===== src/rtl/fifo_pkg.sv =====
// Shared defaults and width helpers for the class FIFO and its storage.
package fifo_pkg;

    localparam int DATA_W_DEF = 8;
    localparam int DEPTH_DEF  = 4;

    function automatic int ptr_w(input int depth);
        return (depth > 1) ? $clog2(depth) : 1;
    endfunction

    function automatic int cnt_w(input int depth);
        return $clog2(depth) + 1;
    endfunction

endpackage


===== src/rtl/fifo_mem_2p.sv =====
// Two-port storage array: one write port, one registered read port, no reset.
module fifo_mem_2p #(
    parameter int DATA_W = 8,
    parameter int ADDR_W = 2
) (
    input  logic              clk,
    input  logic              wr_en,
    input  logic [ADDR_W-1:0] wr_addr,
    input  logic [DATA_W-1:0] wr_data,
    input  logic              rd_en,
    input  logic [ADDR_W-1:0] rd_addr,
    output logic [DATA_W-1:0] rd_data
);

    logic [DATA_W-1:0] mem [2**ADDR_W];

    always_ff @(posedge clk) begin
        if (wr_en) mem[wr_addr] <= wr_data;
    end

    // Same-edge read of a slot being written returns the old contents.
    always_ff @(posedge clk) begin
        if (rd_en) rd_data <= mem[rd_addr];
    end

endmodule


===== src/rtl/fifo8_class.sv =====
// Per-class FIFO with registered read data and occupancy flags.
// Define FIFO_ERR_STICKY_EN to make fifo_error hold until reset instead of pulsing.
module fifo8_class
    import fifo_pkg::*;
#(
    parameter int DATA_W = DATA_W_DEF,
    parameter int DEPTH  = DEPTH_DEF,
    parameter int AF_TH  = 3,
    parameter int AE_TH  = 1
) (
    input  logic              clk,
    input  logic              reset,
    input  logic              push,
    input  logic [DATA_W-1:0] data_in,
    input  logic              pop,
    output logic [DATA_W-1:0] data_out,
    output logic              valid_out,
    output logic              full,
    output logic              empty,
    output logic              almost_full,
    output logic              almost_empty,
    output logic              fifo_error
);

    localparam int PTR_W = ptr_w(DEPTH);
    localparam int CNT_W = cnt_w(DEPTH);
    localparam logic [CNT_W-1:0] CNT_MAX = CNT_W'(DEPTH);

    logic [PTR_W-1:0]  wr_ptr, rd_ptr;
    logic [CNT_W-1:0]  count;
    logic              pop_ok, push_ok, err_evt;
    logic              have_read;
    logic [DATA_W-1:0] rd_data;

    assign pop_ok  = pop && (count != '0);
    assign push_ok = push && ((count != CNT_MAX) || pop_ok);
    assign err_evt = (push && !push_ok) || (pop && !pop_ok);

    always_ff @(posedge clk) begin
        if (!reset) begin
            wr_ptr    <= '0;
            rd_ptr    <= '0;
            count     <= '0;
            valid_out <= 1'b0;
            have_read <= 1'b0;
            fifo_error <= 1'b0;
        end else begin
            if (push_ok) wr_ptr <= wr_ptr + PTR_W'(1);
            if (pop_ok)  rd_ptr <= rd_ptr + PTR_W'(1);
            case ({push_ok, pop_ok})
                2'b10:   count <= count + CNT_W'(1);
                2'b01:   count <= count - CNT_W'(1);
                default: count <= count;
            endcase
            valid_out <= pop_ok;
            if (pop_ok) have_read <= 1'b1;
`ifdef FIFO_ERR_STICKY_EN
            fifo_error <= fifo_error | err_evt;
`else
            fifo_error <= err_evt;
`endif
        end
    end

    // Storage has no reset, so data_out reads zero until the first pop after reset.
    assign data_out = have_read ? rd_data : '0;

    assign full         = (count == CNT_MAX);
    assign empty        = (count == '0);
    assign almost_full  = (count >= CNT_W'(AF_TH));
    assign almost_empty = (count <= CNT_W'(AE_TH));

    fifo_mem_2p #(
        .DATA_W (DATA_W),
        .ADDR_W (PTR_W)
    ) u_mem (
        .clk     (clk),
        .wr_en   (push_ok && reset),
        .wr_addr (wr_ptr),
        .wr_data (data_in),
        .rd_en   (pop_ok && reset),
        .rd_addr (rd_ptr),
        .rd_data (rd_data)
    );

endmodule


===== config.mk =====
export PLATFORM = sky130hd
export DESIGN_NAME = fifo8_class
export DESIGN_NICKNAME = d
export VERILOG_FILES = /design/src/rtl/fifo_pkg.sv /design/src/rtl/fifo_mem_2p.sv /design/src/rtl/fifo8_class.sv
export SDC_FILE = /design/constraint.sdc
export NUM_CORES = 1
export LEC_CHECK = 0
export CAP_MARGIN = 10
export CORE_MARGIN = 3
export CORE_UTILIZATION = 25
export DETAILED_ROUTE_END_ITERATION = 10
export HOLD_SLACK_MARGIN = 0.06
export SLEW_MARGIN = 20
export SYNTH_ARGS = -nofsm -noshare
export SYNTH_HDL_FRONTEND = slang
export SYNTH_HIERARCHICAL = 1
export SYNTH_SLANG_ARGS = --single-unit

===== constraint.sdc =====
create_clock -name clk -period 4.7 [get_ports clk]
set_input_delay 0.705 -clock clk [delete_from_list [all_inputs] [get_ports clk]]
set_output_delay 0.705 -clock clk [all_outputs]
set_load 0.01 [all_outputs]

* Word level (Yosys, flattened, before mapping)
Memory sizes are Yosys's and may differ from the RTL's. A register that Yosys moved wholly into a read port is not among the register bits.
Cells that the tools add are included.
** Word-level totals
- Output and inout bits :: 14
- Register bits :: 10
- RAM bits :: 32
- Memories :: 1
- Word-level logic and storage cells :: 34
** Memory list
- u_mem.mem :: words 4, bits a word 8, rd ports 1, clocked after memory_dff 1, write ports 1, line fifo_mem_2p.sv:15 : logic [DATA_W-1:0] mem [2**ADDR_W];
** Operators by class
- $lt $le $gt $ge :: 2
- Eq/ne operators :: 4
- Reduce and logical (&&, ||, !) cells :: 13
- Multiplexer cells :: 4
- $add $sub $neg :: 4
** Operators by type and width (number)
- 8-bit 2-to-1 mux :: 1
- 1-bit logical AND :: 6
- 3-bit case mux with 2 select lines :: 1
- 2-bit by 1-bit adder with 2-bit output (second input constant) :: 2
- 3-bit by 1-bit adder with 3-bit output (second input constant) :: 1
- 3-bit equality test (second input constant) :: 1
- 3-bit by 2-bit >= comparator with 1-bit output (second input constant) :: 1
- 3-bit by 1-bit less-or-equal comparator with 1-bit output (second input constant) :: 1
- 3-bit logical NOT :: 1
- 3-bit inequality test (second input constant) :: 1
- 3-bit nonzero test :: 1
- 3-bit by 1-bit subtractor with 3-bit output (second input constant) :: 1
- 2-bit by 1-bit equality test with 1-bit output (second input constant) :: 1
- 2-bit equality test (second input constant) :: 1
- 1-bit logical NOT :: 2
- 1-bit logical OR :: 2
- 1-bit 2-to-1 mux :: 2
- 2-bit nonzero test :: 1

* Logic depth before layout (Yosys ltp)
- Depth after elaboration :: 7
- Mapped depth :: 9
- Mapped depth without buffers :: 9

* Hierarchy
Netlist, hierarchy kept.
** Modules (own cells, without submodules)
- fifo_mem_2p :: times used 1, area an instance 1428.9 um^2, cells each 54
- fifo8_class :: times used 1, area an instance 623.1 um^2, cells each 73

* Worst setup path before layout
Ideal clock, no wire load.
- Path type :: in2reg
- From :: input port reset
- To :: memory u_mem.mem[0][0], enable pin
- Setup time :: 0.385 ns
- Arrival :: 1.776 ns
- Cell stages on the path :: 3
- Setup slack :: 2.539 ns
- Cells stage by stage :: clkbuf_1 > and2_1 > nor3b_1
** On the way
- Cells in the longest elaborated chain, start to end :: 3
** Ends and longest elaborated chain
- start: declaration :: line fifo8_class.sv:12 : input logic reset,
- 1-bit logical AND :: line fifo8_class.sv:78 : .wr_en (push_ok && reset),
- 1-bit 2-to-1 mux :: line fifo_mem_2p.sv:18 : if (wr_en) mem[wr_addr] <= wr_data;
- 1-bit 2-to-1 mux (not written as such) :: line fifo_mem_2p.sv:18
- end: declaration :: line fifo_mem_2p.sv:15
No other way between the ends.

* Worst setup path in the final report
- From :: register count[2]
- To :: output port almost_full
** On the way
- Cells in the longest elaborated chain, start to end :: 1
** Ends and longest elaborated chain
- start: declaration :: line fifo8_class.sv:30 : logic [CNT_W-1:0] count;
- start signal: assignment :: line fifo8_class.sv:51 : 2'b10: count <= count + CNT_W'(1);
- start signal: assignment :: line fifo8_class.sv:52 : 2'b01: count <= count - CNT_W'(1);
- start signal: assignment :: line fifo8_class.sv:53 : default: count <= count;
- 3-bit by 2-bit >= comparator with 1-bit output :: line fifo8_class.sv:70 : assign almost_full = (count >= CNT_W'(AF_TH));
- end: declaration :: line fifo8_class.sv:20 : output logic almost_full,
No other way between the ends.

==> results.md <==
- I/O Pins: 26
- Post-detailed-route wirelength per cell: 11.9 um
- Die ar.: 0.00933 mm^2
- Layout cells sized above 1: 12.1%
- Seq pwr share: 48.3%
- Yosys Warn Count: 6
- NetSw: 0.315 mW
- IO Port Bufs: 25
- Critical path required time: 3.99 ns
- Core area: 0.00785 mm^2
- Vias: 1059
- Vias in the first global route: 1017
- Pwr dens: 469 mW/mm^2
- Min Hold Slack: 0.520 ns
- CTS Root Cell: clkbuf_8
- Final WS setup: 2.25 ns
- NumNets Final: 174
- R2r worst-path depth: 6
- Clk pwr share: 25.6%
- Dpl cells: 251
- CTS tree: done
- Synthesized Nets: 145
- Routed wire length: 3.10 mm
- Max IR drop VDD: 0.000143 V
- H-tree levels: 2
- Leakage: 0.863 nW
- Die width: 96.6 um
- Min-delay worst type: flip-flop to flip-flop
- Final-report hold violation count: 0
- Sw frac: 26.6%
- Routed Antenna Nets: 0
- Worst setup EP type: primary output
- First-pass GRT wire length: 4.95 mm
- Min Tclk post-route: 2.45 ns
- Fin crit share: 52.2%
- Power Internal: 0.869 mW
- Synthesis-to-layout area growth: 22.9%
- Register area share after synthesis: 68.3%
- ANT cells: 0
- Crit Path Max Fanout: 9
- Comb pwr share: 26.1%
- DP Area: 0.00241 mm^2
- Vert. Die Dim: 96.6 um
- Post-layout util: 32.1%
- Initial DRC count: 22
- Clk_lat worst skew: 0.31 ns
- Synth Flop Type: edfxtp_1
- Grt ovf: 0
- FF+latch count, synth: 50
- Async set-reset flop share out of synthesis: 0%
- Kind of critical path: flip-flop to primary output
- RSZ-0062 raised after global routing: no
- Most frequent cells in the layout: edfxtp_1, clkdlybuf4s50_1, and2_1
- Clock-pin slew on the worst setup and hold paths: 0.08 ns
- Routability cong.: 0.681
- Mapped cell area: 0.00205 mm^2
- Initial Util: 26.1%
- Clock sinks: 50
- Cell area after layout: 0.00252 mm^2
- Max Root-Sink Buffers: 2
- Setup TNS: 0 ns
- Max cap viols: 0
- Post-Layout Cell Count: 259
- # rows: 32
- # fillers: 796
- Clock Skew: 0.00991 ns
- Gate Count Post-Synth: 127
- Synth unique cells: 30
- Initial antenna violation count: 0
- Postcts setup bufs: 0
- Cts hold-fix bufs: 0
- Avg Cell Area, Syn: 16.2 um^2
- Status: finished, final reports clean
- Arrival time of the worst setup path: 1.75 ns
- Dpl hpwl: 2.21 mm
- Global-route usage over all layers: 7.55%
- Worst slack at placement: 2.19 ns
- Cts repair resizes: 0
- Commonest non-fill, non-tap cell in the layout: edfxtp_1
- Startpoint Class: flip-flop
- Pwr Total: 1.18 mW
- Worst hold path cell count: 2
- Slew @ Worst Pin: 0.634 ns
- Total CTS buffers: 5
- Slew HR: 57.7%
- Fin. max-slew vios: 0
- Peak Freq: 408 MHz
- Drt pass-1 iters: 4
- Drt via density: 4.09
- # DRC: 0
- Largest net degree at the start of global routing: 18
- Post-synth EDFFs: 40
- Final Setup Violations: 0
[cell type report]
class / instances / area (um^2) / share of cell area [%]
tap: 102 / 128 / 5.06
clock buffer: 5 / 68.8 / 2.73
sequential: 50 / 1400 / 55.6
timing repair buffer: 26 / 258 / 10.2
clock inverter: 3 / 47.5 / 1.88
multi-input combinational: 67 / 597 / 23.7
inverter: 6 / 22.5 / 0.893
[cells in the mapped netlist (3+ instances only)]
cell,n,area [um^2]
dfxtp_1,10,200
edfxtp_1,40,1200
mux4_2,8,180
ha_1,6,75.1
nand2_1,5,18.8
inv_1,5,18.8
mux2i_1,3,30.0
nand2b_1,3,18.8
nor2_1,4,15.0
o21ai_0,5,25.0
and2_1,13,81.3
[cell families after synthesis]
kind of cell	Yosys count	synth area share, %
AOI/OAI and AO/OA	12	3.72
xor gates and xnor gates	2	0.854
adders and majority gates	6	3.66
buffers and inverters	10	2.62
DFF	50	68.3
muxes	11	10.2
and+or+nand+nor	36	10.6
[final timing paths]
path / startpoint / to / slack (ns)
worst max-delay path: count[2] / almost_full / 2.25
worst min-delay path: wr_ptr[1] / wr_ptr[1] / 0.52
worst max register to register: count[0] / u_mem/mem[3][4] / 2.70
worst min register to register: wr_ptr[1] / wr_ptr[1] / 0.52
[sequential cells by signal, indices dropped and copies added, names as in the netlist]
| name | count |
|---|---|
| u_mem/mem | 32 |
| u_mem/rd_data | 8 |
| count | 3 |
| rd_ptr | 2 |
| wr_ptr | 2 |
| fifo_error | 1 |
| have_read | 1 |
| valid_out | 1 |
[per-layer routing]
metal  vias up  track usage [%]  routed length (um)
met1       504             8.07                1350
met4         0             4.91                  95
li1        528                -                   -
met3         8             2.87                 144
met5         -                0                   0
met2        19             12.5                1500
[critical path: stages, from the launching register on]
cell,delay (ns)
dfxtp_1,0.53
inv_1,0.08
ha_1,0.20
nor2_1,0.07
o21ai_0,0.08
clkdlybuf4s50_1,0.48
[power groups by stage]
stage | combinational [mW] | clock [mW] | sequential, mW
floorplan | 0.219 | 0 | 0.559
global placement | 0.310 | 0 | 0.584
detailed placement | 0.312 | 0 | 0.586
CTS | 0.313 | 0.313 | 0.575
global route | 0.347 | 0.329 | 0.582
finish | 0.309 | 0.303 | 0.572
Note: power is estimated with default switching activity, not from simulation.
